$ cat src/rtl/hazard_unit_bp_if.sv
// hazard_unit_bp_if: pipeline-side signal bundle for hazard_unit_bp (master = pipeline, slave = hazard unit)
interface hazard_unit_bp_if #(
  parameter int XLEN = 32
);
  logic [XLEN-1:0] i_pc_id;
  logic [6:0]      i_opcode_id;
  logic [4:0]      i_rs1D, i_rs2D, i_rs1E, i_rs2E;
  logic [4:0]      i_ex_rd, i_mem_rd, i_wb_rd;
  logic            i_ex_regwrite, i_mem_regwrite, i_wb_regwrite;
  logic [1:0]      i_ex_wb_sel;
  logic            i_ex_valid;
  logic [6:0]      i_opcode_ex;
  logic [XLEN-1:0] i_pc_ex;
  logic            i_taken_ex, i_pred_ex;
  logic            o_pred_taken, o_redirect_ex, o_fallthrough_ex;
  logic            stallF, stallD, flushD, flushE, flushMEM;
  logic [1:0]      forward_a, forward_b;
  logic [31:0]     o_perf_mispredict, o_perf_stall;
  modport master (
    output i_pc_id, i_opcode_id, i_rs1D, i_rs2D, i_rs1E, i_rs2E,
           i_ex_rd, i_mem_rd, i_wb_rd, i_ex_regwrite, i_mem_regwrite, i_wb_regwrite,
           i_ex_wb_sel, i_ex_valid, i_opcode_ex, i_pc_ex, i_taken_ex, i_pred_ex,
    input  o_pred_taken, o_redirect_ex, o_fallthrough_ex,
           stallF, stallD, flushD, flushE, flushMEM, forward_a, forward_b,
           o_perf_mispredict, o_perf_stall
  );
  modport slave (
    input  i_pc_id, i_opcode_id, i_rs1D, i_rs2D, i_rs1E, i_rs2E,
           i_ex_rd, i_mem_rd, i_wb_rd, i_ex_regwrite, i_mem_regwrite, i_wb_regwrite,
           i_ex_wb_sel, i_ex_valid, i_opcode_ex, i_pc_ex, i_taken_ex, i_pred_ex,
    output o_pred_taken, o_redirect_ex, o_fallthrough_ex,
           stallF, stallD, flushD, flushE, flushMEM, forward_a, forward_b,
           o_perf_mispredict, o_perf_stall
  );
endinterface

$ cat src/rtl/hazard_unit_bp.sv
// hazard_unit_bp: forwarding, load-use stall FSM and 2-bit BHT predictor; perf counters built only with HAZARD_PERF_CNT_EN
module hazard_unit_bp #(
  parameter int XLEN      = 32,
  parameter int BHT_IDX_W = 6,
  parameter int LOAD_LAT  = 1
) (
  input logic             i_clk,
  input logic             i_reset,
  hazard_unit_bp_if.slave bus
);
  localparam logic [6:0] OP_B    = 7'b1100011;
  localparam logic [6:0] OP_JAL  = 7'b1101111;
  localparam logic [6:0] OP_JALR = 7'b1100111;
  typedef enum logic {IDLE, HOLD} state_t;
  state_t               state, state_nx;
  logic [2:0]           cnt, cnt_nx;
  logic [1:0]           bht [2**BHT_IDX_W];
  logic [BHT_IDX_W-1:0] idx_id, idx_ex;
  logic                 br_ex, mispredict, load_use, stall, stall_d, pred, pred_id;
  if (XLEN < BHT_IDX_W + 2) begin : g_bad_cfg
    $error("XLEN too narrow for BHT index");
  end
  assign idx_id = bus.i_pc_id[BHT_IDX_W+1:2];
  assign idx_ex = bus.i_pc_ex[BHT_IDX_W+1:2];
  assign bus.forward_a = (bus.i_mem_regwrite && bus.i_mem_rd != 5'd0 && bus.i_mem_rd == bus.i_rs1E) ? 2'b10 :
                         (bus.i_wb_regwrite && bus.i_wb_rd != 5'd0 && bus.i_wb_rd == bus.i_rs1E) ? 2'b01 : 2'b00;
  assign bus.forward_b = (bus.i_mem_regwrite && bus.i_mem_rd != 5'd0 && bus.i_mem_rd == bus.i_rs2E) ? 2'b10 :
                         (bus.i_wb_regwrite && bus.i_wb_rd != 5'd0 && bus.i_wb_rd == bus.i_rs2E) ? 2'b01 : 2'b00;
  assign br_ex      = bus.i_opcode_ex == OP_B;
  assign mispredict = bus.i_ex_valid && ((br_ex && bus.i_taken_ex != bus.i_pred_ex) ||
                      ((bus.i_opcode_ex == OP_JAL || bus.i_opcode_ex == OP_JALR) && bus.i_taken_ex));
  assign load_use   = bus.i_ex_wb_sel == 2'b00 && bus.i_ex_regwrite && bus.i_ex_rd != 5'd0 &&
                      (bus.i_ex_rd == bus.i_rs1D || bus.i_ex_rd == bus.i_rs2D);
  assign pred       = bus.i_opcode_id == OP_B && bht[idx_id][1];
  assign stall_d    = stall && !mispredict;
  assign pred_id    = pred && !stall_d && !mispredict;
  assign bus.o_pred_taken     = pred;
  assign bus.o_redirect_ex    = mispredict;
  assign bus.o_fallthrough_ex = mispredict && br_ex && bus.i_pred_ex && !bus.i_taken_ex;
  assign bus.stallF   = stall_d;
  assign bus.stallD   = stall_d;
  assign bus.flushD   = mispredict || pred_id;
  assign bus.flushE   = mispredict || stall;
  assign bus.flushMEM = 1'b0;
  // Stall FSM next state: first load-use cycle stalls from IDLE, HOLD covers the remaining LOAD_LAT-1 bubbles
  always_comb begin
    stall    = state == HOLD || load_use;
    state_nx = mispredict ? IDLE :
               state == HOLD ? (cnt == 3'd1 ? IDLE : HOLD) :
               (load_use && LOAD_LAT > 1) ? HOLD : IDLE;
    cnt_nx   = mispredict ? 3'd0 :
               state == HOLD ? cnt - 3'd1 :
               (load_use && LOAD_LAT > 1) ? 3'(LOAD_LAT - 1) : 3'd0;
  end
  // Stall FSM state register
  always_ff @(posedge i_clk) begin
    if (!i_reset) begin
      state <= IDLE;
      cnt   <= 3'd0;
    end else begin
      state <= state_nx;
      cnt   <= cnt_nx;
    end
  end
  // BHT training on resolved B-type branches; reads in the same cycle see the pre-update value
  always_ff @(posedge i_clk) begin
    if (!i_reset) begin
      for (int i = 0; i < 2**BHT_IDX_W; i++) bht[i] <= 2'b01;
    end else if (bus.i_ex_valid && br_ex) begin
      bht[idx_ex] <= bus.i_taken_ex ? (bht[idx_ex] == 2'b11 ? 2'b11 : bht[idx_ex] + 2'b01)
                                    : (bht[idx_ex] == 2'b00 ? 2'b00 : bht[idx_ex] - 2'b01);
    end
  end
`ifdef HAZARD_PERF_CNT_EN
  logic [31:0] perf_mis, perf_stall;
  // Free-running event counters, wrapping modulo 2^32
  always_ff @(posedge i_clk) begin
    if (!i_reset) begin
      perf_mis   <= 32'd0;
      perf_stall <= 32'd0;
    end else begin
      perf_mis   <= perf_mis + {31'd0, mispredict};
      perf_stall <= perf_stall + {31'd0, stall_d};
    end
  end
  assign bus.o_perf_mispredict = perf_mis;
  assign bus.o_perf_stall      = perf_stall;
`else
  assign bus.o_perf_mispredict = 32'd0;
  assign bus.o_perf_stall      = 32'd0;
`endif
endmodule
$ cat src/flat_wrapper.sv
// flat-port wrapper written by rule: the top's interface ports become plain ports
module hazard_unit_bp_flat 
#(
  parameter int XLEN      = 32,
  parameter int BHT_IDX_W = 6,
  parameter int LOAD_LAT  = 1
)
  (i_clk, i_reset, bus_i_pc_id, bus_i_opcode_id, bus_i_rs1D, bus_i_rs2D, bus_i_rs1E, bus_i_rs2E, bus_i_ex_rd, bus_i_mem_rd, bus_i_wb_rd, bus_i_ex_regwrite, bus_i_mem_regwrite, bus_i_wb_regwrite, bus_i_ex_wb_sel, bus_i_ex_valid, bus_i_opcode_ex, bus_i_pc_ex, bus_i_taken_ex, bus_i_pred_ex, bus_o_pred_taken, bus_o_redirect_ex, bus_o_fallthrough_ex, bus_stallF, bus_stallD, bus_flushD, bus_flushE, bus_flushMEM, bus_forward_a, bus_forward_b, bus_o_perf_mispredict, bus_o_perf_stall);
  hazard_unit_bp_if #(.XLEN(XLEN)) bus_i ();
  input logic i_clk;
  input logic i_reset;
  input wire logic [$bits(bus_i.i_pc_id)-1:0] bus_i_pc_id;
  input wire logic [$bits(bus_i.i_opcode_id)-1:0] bus_i_opcode_id;
  input wire logic [$bits(bus_i.i_rs1D)-1:0] bus_i_rs1D;
  input wire logic [$bits(bus_i.i_rs2D)-1:0] bus_i_rs2D;
  input wire logic [$bits(bus_i.i_rs1E)-1:0] bus_i_rs1E;
  input wire logic [$bits(bus_i.i_rs2E)-1:0] bus_i_rs2E;
  input wire logic [$bits(bus_i.i_ex_rd)-1:0] bus_i_ex_rd;
  input wire logic [$bits(bus_i.i_mem_rd)-1:0] bus_i_mem_rd;
  input wire logic [$bits(bus_i.i_wb_rd)-1:0] bus_i_wb_rd;
  input wire logic [$bits(bus_i.i_ex_regwrite)-1:0] bus_i_ex_regwrite;
  input wire logic [$bits(bus_i.i_mem_regwrite)-1:0] bus_i_mem_regwrite;
  input wire logic [$bits(bus_i.i_wb_regwrite)-1:0] bus_i_wb_regwrite;
  input wire logic [$bits(bus_i.i_ex_wb_sel)-1:0] bus_i_ex_wb_sel;
  input wire logic [$bits(bus_i.i_ex_valid)-1:0] bus_i_ex_valid;
  input wire logic [$bits(bus_i.i_opcode_ex)-1:0] bus_i_opcode_ex;
  input wire logic [$bits(bus_i.i_pc_ex)-1:0] bus_i_pc_ex;
  input wire logic [$bits(bus_i.i_taken_ex)-1:0] bus_i_taken_ex;
  input wire logic [$bits(bus_i.i_pred_ex)-1:0] bus_i_pred_ex;
  output wire logic [$bits(bus_i.o_pred_taken)-1:0] bus_o_pred_taken;
  output wire logic [$bits(bus_i.o_redirect_ex)-1:0] bus_o_redirect_ex;
  output wire logic [$bits(bus_i.o_fallthrough_ex)-1:0] bus_o_fallthrough_ex;
  output wire logic [$bits(bus_i.stallF)-1:0] bus_stallF;
  output wire logic [$bits(bus_i.stallD)-1:0] bus_stallD;
  output wire logic [$bits(bus_i.flushD)-1:0] bus_flushD;
  output wire logic [$bits(bus_i.flushE)-1:0] bus_flushE;
  output wire logic [$bits(bus_i.flushMEM)-1:0] bus_flushMEM;
  output wire logic [$bits(bus_i.forward_a)-1:0] bus_forward_a;
  output wire logic [$bits(bus_i.forward_b)-1:0] bus_forward_b;
  output wire logic [$bits(bus_i.o_perf_mispredict)-1:0] bus_o_perf_mispredict;
  output wire logic [$bits(bus_i.o_perf_stall)-1:0] bus_o_perf_stall;
  assign bus_i.i_pc_id = bus_i_pc_id;
  assign bus_i.i_opcode_id = bus_i_opcode_id;
  assign bus_i.i_rs1D = bus_i_rs1D;
  assign bus_i.i_rs2D = bus_i_rs2D;
  assign bus_i.i_rs1E = bus_i_rs1E;
  assign bus_i.i_rs2E = bus_i_rs2E;
  assign bus_i.i_ex_rd = bus_i_ex_rd;
  assign bus_i.i_mem_rd = bus_i_mem_rd;
  assign bus_i.i_wb_rd = bus_i_wb_rd;
  assign bus_i.i_ex_regwrite = bus_i_ex_regwrite;
  assign bus_i.i_mem_regwrite = bus_i_mem_regwrite;
  assign bus_i.i_wb_regwrite = bus_i_wb_regwrite;
  assign bus_i.i_ex_wb_sel = bus_i_ex_wb_sel;
  assign bus_i.i_ex_valid = bus_i_ex_valid;
  assign bus_i.i_opcode_ex = bus_i_opcode_ex;
  assign bus_i.i_pc_ex = bus_i_pc_ex;
  assign bus_i.i_taken_ex = bus_i_taken_ex;
  assign bus_i.i_pred_ex = bus_i_pred_ex;
  assign bus_o_pred_taken = bus_i.o_pred_taken;
  assign bus_o_redirect_ex = bus_i.o_redirect_ex;
  assign bus_o_fallthrough_ex = bus_i.o_fallthrough_ex;
  assign bus_stallF = bus_i.stallF;
  assign bus_stallD = bus_i.stallD;
  assign bus_flushD = bus_i.flushD;
  assign bus_flushE = bus_i.flushE;
  assign bus_flushMEM = bus_i.flushMEM;
  assign bus_forward_a = bus_i.forward_a;
  assign bus_forward_b = bus_i.forward_b;
  assign bus_o_perf_mispredict = bus_i.o_perf_mispredict;
  assign bus_o_perf_stall = bus_i.o_perf_stall;
  hazard_unit_bp #(.XLEN(XLEN), .BHT_IDX_W(BHT_IDX_W), .LOAD_LAT(LOAD_LAT)) u_core (.i_clk(i_clk), .i_reset(i_reset), .bus(bus_i));
endmodule
$ cat config.mk
export PLATFORM = sky130hd
export DESIGN_NAME = hazard_unit_bp_flat
export DESIGN_NICKNAME = d
export VERILOG_FILES = /design/src/rtl/hazard_unit_bp_if.sv /design/src/rtl/hazard_unit_bp.sv /design/src/flat_wrapper.sv
export SDC_FILE = /design/constraint.sdc
export NUM_CORES = 1
export LEC_CHECK = 0
export CORE_MARGIN = 1.5
export CORE_UTILIZATION = 46
export DETAILED_ROUTE_END_ITERATION = 16
export PLACE_DENSITY_LB_ADDON = 0.3
export SLEW_MARGIN = 0
export SYNTH_ARGS = -nofsm -noshare
export SYNTH_HDL_FRONTEND = slang
export SYNTH_SLANG_ARGS = --single-unit
$ cat constraint.sdc
create_clock -name i_clk -period 2.8 [get_ports i_clk]
set_input_delay 0.42 -clock i_clk [delete_from_list [all_inputs] [get_ports i_clk]]
set_output_delay 0.42 -clock i_clk [all_outputs]
set_load 0.05 [all_outputs]
==> flow_metrics.env, run 1 <==
export IMPL_synth_flop_cell="edfxtp_1"
export IMPL_setup_worst_path_start_class="flip-flop"
export IMPL_setup_worst_path_end_class="output pin"
export IMPL_portBuffers=81
export IMPL_period_minus_slack_ns=2.96
export IMPL_synthCells=785
export IMPL_critical_path_slowest_cell="mux4_2"
export IMPL_hold_path_class="reg -> reg"
export IMPL_status="finished, violations left"
export IMPL_tightest_slew_ns=0.805
export IMPL_cp_common_cell="mux4_2"
export IMPL_clk_pin_slew_ns=0.06
export IMPL_clk_latency_ns=0.43
export IMPL_grt_max_degree=66
export IMPL_yosysUniqueCellTypes=58
export IMPL_critPathKind="reg -> out"
export IMPL_grt_first_pass_wirelength_mm=32.8
export IMPL_numCtsBuffers=17
export IMPL_slew_viol_final=0
export IMPL_finalNonFillerCells=1153
export IMPL_routabilityCongestion=0.928
export IMPL_synthSimpleGateAreaFrac_pct=19.0
export IMPL_synth_compound_area_share_pct=5.55
export IMPL_htreeDepth=4
export IMPL_fmax_mhz=338
export IMPL_vdd_drop_max_mv=0.461
export IMPL_cts_tree="done"
export IMPL_syn_area_per_cell_sq_um=10.3
export IMPL_drc=0
export IMPL_ios=199
export IMPL_hold_viol_final=0
export IMPL_clock_sinks=132
export IMPL_grt_pass1_vias=6148
export IMPL_viasPerCell=5.52
export IMPL_timing_critical_path_fanout_max=2
export IMPL_seq_area_frac_synth_pct=48.6
export IMPL_dieWidth_microns=135
export IMPL_postRouteAntennaNets=0
export IMPL_fin_ws_ns=-0.156
export IMPL_root_buffer="clkbuf_16"
export IMPL_drt_iter0_drc=736
export IMPL_n_antenna_cell=0
export IMPL_die_area_sq_mm=0.0183
export IMPL_dpl_cell_count=1119
export IMPL_routed_wl_mm=21.5
export IMPL_grt_setup_unrepaired="yes"
export IMPL_fin_hold_ws_ns=0.445
export IMPL_ctsHoldBuffers=0
export IMPL_core_area_sq_mm=0.0172
export IMPL_powerDensity_mw_per_mm2=530
export IMPL_crit_arrival_ns=2.54
export IMPL_setup_viol=2
export IMPL_synth_adder_area_share_pct=0.574
export IMPL_ys_ff_latch=132
export IMPL_vias=6360
export IMPL_grt_usage_pct=24.0
export IMPL_fin_nets=1040
export IMPL_wl_per_cell_microns=18.7
export IMPL_chipHeight_microns=135
export IMPL_cap_violations=0
export IMPL_synth_edf_count=128
export IMPL_initial_core_util_pct=46.8
export IMPL_p_leak_nw=3.77
export IMPL_clockBufferDepth=2
export IMPL_first_pass_iters=6
export IMPL_yosys_warnings=0
export IMPL_muxShareOfSynthArea_pct=12.4
export IMPL_antenna_found_initial=0
export IMPL_rows=48
export IMPL_synth_async_sr_flop_share_pct=0
export IMPL_worst_path_largest_cell_delay_ns=0.50
export IMPL_dp_slack_ns=-0.648
export IMPL_worstPathCellList="mux4_2 > mux4_2 > mux2i_1 > or3_4 > o31ai_4 > a21o_1 > buf_6"
export IMPL_netlist_area_sq_mm=0.00807
export IMPL_clock_skew_ns=0.00970
export IMPL_violations="setup timing"
export IMPL_area_growth_pct=25.9
export IMPL_synth_xor_area_share_pct=3.37
export IMPL_relSlewSlack_pct=46.3
export IMPL_drive_gt1_share_pct=21.2
export IMPL_synth_top_family_by_area="simple AND/OR/NAND/NOR gates"
export IMPL_worst_r2r_setup_slack_ns=0.13
export IMPL_worstPathRequired_ns=2.38
export IMPL_hpwl_mm=15.6
export IMPL_period_share_pct=106
export IMPL_grt_overflow=0
[critical path, delay by kind of cell, from the launching register on]
family | cells | cell delay, ns
DFF | 1 | 0.42
muxes | 3 | 1.15
AOI/OAI and AO/OA | 2 | 0.24
and+or+nand+nor | 1 | 0.15
buffers and inverters | 1 | 0.15
[cells by family (layout without fill, tap and decap cells)]
kind of cell	after synthesis	count (layout)
and+or+nand+nor	347	347
other	1	65
xor gates and xnor gates	31	31
muxes	68	68
DFF	132	132
AOI/OAI and AO/OA	65	65
adders and majority gates	4	4
buffers and inverters	137	216
[synthesized netlist by cell type (4+ instances only)]
library cell | count | area (sq um)
nand2_1 | 142 | 533
edfxtp_1 | 128 | 3840
nor2_1 | 88 | 330
nand3_1 | 76 | 380
buf_4 | 69 | 518
clkbuf_1 | 33 | 124
mux2i_1 | 31 | 310
mux4_2 | 24 | 541
xor2_1 | 19 | 166
a22oi_1 | 16 | 120
buf_2 | 16 | 80.1
mux2_2 | 12 | 135
o21ai_0 | 12 | 60.1
xnor2_1 | 12 | 105
a21oi_1 | 8 | 40.0
buf_6 | 7 | 78.8
inv_1 | 7 | 26.3
nor2b_1 | 5 | 31.3
nor4_1 | 5 | 31.3
or4_1 | 5 | 37.5
a221oi_1 | 4 | 35.0
dfxtp_1 | 4 | 80.1
nand3b_1 | 4 | 30.0
[per-stage QoR]
| stage | area [sq um] | utilization, % | power, mW | setup TNS (ns) |
|---|---|---|---|---|
| floorplan | 8350 | - | 2.95 | -0.275 |
| global placement | 9460 | 54.9 | 3.20 | -74.07 |
| detailed placement | 9460 | 54.9 | 3.20 | -72.22 |
| CTS | 10100 | 58.8 | 5.39 | -0.289 |
| global route | 10200 | 58.9 | 5.55 | -0.424 |
| finish | 10200 | 58.9 | 5.38 | -0.260 |
[final cells by class]
type	count	area (sq um)
inverters	9	35.0
well taps	225	282
clock buffers	18	429
multi-input cells	580	3650
clock inverters	14	155
fillers	1450	7080
repair buffers	175	1680
flip-flops and latches	132	3920
[flip-flops by register name, indices dropped and copies added (netlist names)]
signal / cells
u_core.cnt: 3
u_core.bht: 128
u_core.state: 1
[final timing paths]
kind | from | cells past startpoint | end
worst max register to register | u_core.bht[38][0]$_SDFFCE_PN1P_ | 8 | u_core.bht[9][0]$_SDFFCE_PN1P_
worst min-delay path | u_core.cnt[0]$_SDFF_PP0_ | 1 | u_core.cnt[0]$_SDFF_PP0_
worst max-delay path | u_core.bht[2][1]$_SDFFCE_PN0P_ | 7 | bus_flushD
worst min register to register | u_core.cnt[0]$_SDFF_PP0_ | 1 | u_core.cnt[0]$_SDFF_PP0_
[cells in the final DEF, fill, tap and decap left out, drive strengths merged, types with 3 or more instances in the layout]
cell	n
nand3	76
xor2	19
xnor2	12
nor2	88
nor4	5
a22oi	16
or4	5
inv	10
o22ai	3
a21o	3
edfxtp	128
nor3	3
o21ai	13
clkbuf	20
nand3b	4
nand4	3
a21oi	8
conb	65
mux2i	31
nor3b	3
buf	106
dfxtp	4
and3b	3
clkdlybuf4s50	63
nor2b	5
nand2	142
mux4	24
a221oi	4
clkinv	9
mux2	13
[power by group]
group / internal, mW / switching, mW / leakage [nW]
clock network: 1.32 / 0.875 / 0.281
logic: 0.353 / 0.605 / 2.31
registers: 2.20 / 0.0259 / 1.18
total: 3.88 / 1.51 / 3.77
[layer usage]
layer  wire [microns]  up-vias  part of all wire [%]  global-route usage [%]
li1                 -     2938                     -                       -
met1             8600     3074                    40                    30.5
met2            10600      308                    49                    40.5
met3             1780       40                   8.3                    4.79
met4              557        0                   2.6                    9.50
met5                0        -                     0                       0
[what timing repair did]
item	in CTS	in global routing
cloned	1	0
buffers inserted	1	0
endpoints found under the setup margin	111	109
pin swaps	2	0
resized for setup	15	7
Power figures use the tool's default switching activity.
==> run 2: changes to the inputs <==
--- a/config.mk
+++ b/config.mk
@@ -8,6 +8,7 @@
 export CORE_MARGIN = 1.5
 export CORE_UTILIZATION = 46
 export DETAILED_ROUTE_END_ITERATION = 16
+export GPL_ROUTABILITY_DRIVEN = 1
 export PLACE_DENSITY_LB_ADDON = 0.3
 export SLEW_MARGIN = 0
 export SYNTH_ARGS = -nofsm -noshare
==> results of run 2 <==
Same layout as run 1: the final DEF is identical, and so are final timing and power.
==> run 3: changes to the inputs <==
==> constraint.sdc (replaced) <==
create_clock -name i_clk -period 2.6 [get_ports i_clk]
set_input_delay 0.39 -clock i_clk [delete_from_list [all_inputs] [get_ports i_clk]]
set_output_delay 0.39 -clock i_clk [all_outputs]
set_load 0.05 [all_outputs]
==> flow_metrics.env, run 3 (synthesis gave the netlist of run 1 again) <==
export IMPL_chipHeight_microns=135
export IMPL_hpwl_mm=15.5
export IMPL_crit_arrival_ns=2.59
export IMPL_fin_nets=1087
export IMPL_critPathCapture="bus_flushD"
export IMPL_rows=48
export IMPL_setup_worst_path_start_class="flip-flop"
export IMPL_n_antenna_cell=0
export IMPL_postRouteAntennaNets=0
export IMPL_fmax_mhz=335
export IMPL_worst_path_largest_cell_delay_ns=0.53
export IMPL_violations="setup timing"
export IMPL_period_share_pct=115
export IMPL_grt_pass1_vias=6863
export IMPL_r2r_start="u_core.bht[14][1]$_SDFFCE_PN0P_"
export IMPL_regMostFlops="u_core.bht"
export IMPL_routed_wl_mm=27.2
export IMPL_drt_iter0_drc=921
export IMPL_hp_start="u_core.cnt[0]$_SDFF_PP0_"
export IMPL_dp_slack_ns=-0.762
export IMPL_setup_worst_path_end_class="output pin"
export IMPL_hold_path_class="reg -> reg"
export IMPL_grt_max_degree=35
export IMPL_dieWidth_microns=135
export IMPL_reg2reg_to="u_core.bht[50][1]$_SDFFCE_PN0P_"
export IMPL_grt_setup_unrepaired="yes"
export IMPL_p_leak_nw=4.18
export IMPL_tightest_slew_ns=0.562
export IMPL_wl_met2_mm=13.0
export IMPL_fin_ws_ns=-0.383
export IMPL_slew_viol_final=0
export IMPL_critPathKind="reg -> out"
export IMPL_core_area_sq_mm=0.0172
export IMPL_grt_first_pass_wirelength_mm=39.5
export IMPL_worstPathCellList="mux4_2 > mux4_2 > mux2i_2 > o31ai_4 > a21o_4 > buf_6"
export IMPL_nFillCells=1214
export IMPL_clk_pin_slew_ns=0.05
export IMPL_most_common_layout_cells="140 x nand2_1, 128 x edfxtp_1, 104 x buf_4"
export IMPL_clockBufferDepth=2
export IMPL_grt_overflow=0
export IMPL_clock_skew_ns=0.0113
export IMPL_relSlewSlack_pct=62.2
export IMPL_dr_wl_met3_mm=3.40
export IMPL_portBuffers=81
export IMPL_worst_r2r_setup_slack_ns=-0.23
export IMPL_area_growth_pct=44.5
export IMPL_hold_viol_final=0
export IMPL_root_buffer="clkbuf_16"
export IMPL_setup_viol=130
export IMPL_cts_tree="done"
export IMPL_clk_latency_ns=0.44
export IMPL_period_minus_slack_ns=2.98
export IMPL_vdd_drop_max_mv=0.570
export IMPL_vias=7206
export IMPL_antenna_found_initial=0
export IMPL_clock_sinks=132
export IMPL_grt_usage_pct=29.8
export IMPL_die_area_sq_mm=0.0183
export IMPL_wl_per_cell_microns=22.7
export IMPL_htreeDepth=4
export IMPL_critical_path_slowest_cell="mux4_2"
export IMPL_wl_met1_mm=9.41
export IMPL_highest_layer="met4"
export IMPL_timing_critical_path_fanout_max=2
export IMPL_routabilityCongestion=0.909
export IMPL_worstRegToRegCells=12
export IMPL_reg_top3="u_core.bht: 128 flops, u_core.cnt: 3 flops, u_core.state: 1 flops"
export IMPL_numCtsBuffers=17
export IMPL_initial_core_util_pct=46.8
export IMPL_largest_reg_flops=128
export IMPL_finalPower_mw=6.46
export IMPL_cap_violations=0
export IMPL_worstPathRequired_ns=2.21
export IMPL_drc=0
export IMPL_status="finished, violations left"
export IMPL_viasPerCell=6.01
export IMPL_ios=199
export IMPL_first_pass_iters=7
export IMPL_drive_gt1_share_pct=39.3
export IMPL_crit_path_start="u_core.bht[36][1]$_SDFFCE_PN0P_"
export IMPL_final_util_pct=67.6
export IMPL_layout_commonest_cell="nand2_1"
export IMPL_cp_common_cell="mux4_2"
export IMPL_powerDensity_mw_per_mm2=554
-- run 3: stage by stage --
step	cell area [sq um]	instances	hold slack (ns)	setup TNS, ns
after global placement	9600	1128	0.433	-90.23
after CTS	11500	1200	0.451	-14.15
final	11700	1200	0.443	-26.37
after detailed placement	9600	1128	0.443	-92.50
after floorplan	8430	849	0.417	-0.287
after global routing	11700	1200	0.481	-33.43
-- run 3: how the worst min path moves through the flow --
stage / endpoint / slack (ns) / cells after the start
floorplan: u_core.cnt[0]$_SDFF_PP0_ / 0.42 / 1
global placement: u_core.cnt[0]$_SDFF_PP0_ / 0.43 / 1
detailed placement: u_core.cnt[0]$_SDFF_PP0_ / 0.44 / 1
CTS: u_core.cnt[0]$_SDFF_PP0_ / 0.45 / 1
global route: u_core.cnt[0]$_SDFF_PP0_ / 0.48 / 1
finish: u_core.cnt[0]$_SDFF_PP0_ / 0.44 / 1
-- run 3: area by class of cell --
class                   instances  area, sq um  area share [%]
repair buffers                222         2420            20.8
inverters                       9         37.5           0.322
flip-flops and latches        132         3920            33.7
clock buffers                  21          440            3.78
multi-input cells             580         4420            37.9
clock inverters                11          135            1.16
well taps                     225          282            2.41
-- run 3: what timing repair did --
item,CTS,global route
endpoints found under the setup margin,132,135
buffers inserted,22,12
gates cloned,19,0
pin swaps,43,16
resized for setup,139,109
hold buffers,0,0
-- run 3: report_power, final --
part / total, mW / leakage [nW] / switching, mW / internal [mW]
clock network: 2.39 / 0.274 / 0.897 / 1.49
registers: 2.40 / 1.18 / 0.0299 / 2.37
logic: 1.67 / 2.73 / 0.961 / 0.707
total: 6.46 / 4.18 / 1.89 / 4.57
-- run 3: layer usage --
| metal | vias up | GRT usage (%) |
|---|---|---|
| met1 | 3419 | 35.8 |
| met5 | - | 0 |
| li1 | 3052 | - |
| met4 | 0 | 14.1 |
| met3 | 147 | 8.16 |
| met2 | 588 | 49.7 |
-- run 3: worst max-delay path: cells and delay by family (launching register included) --
kind	cells	cell delay (ns)
multiplexers	3	1.26
flip-flops	1	0.47
buffers and inverters	1	0.15
AO/OA/AOI/OAI	2	0.28
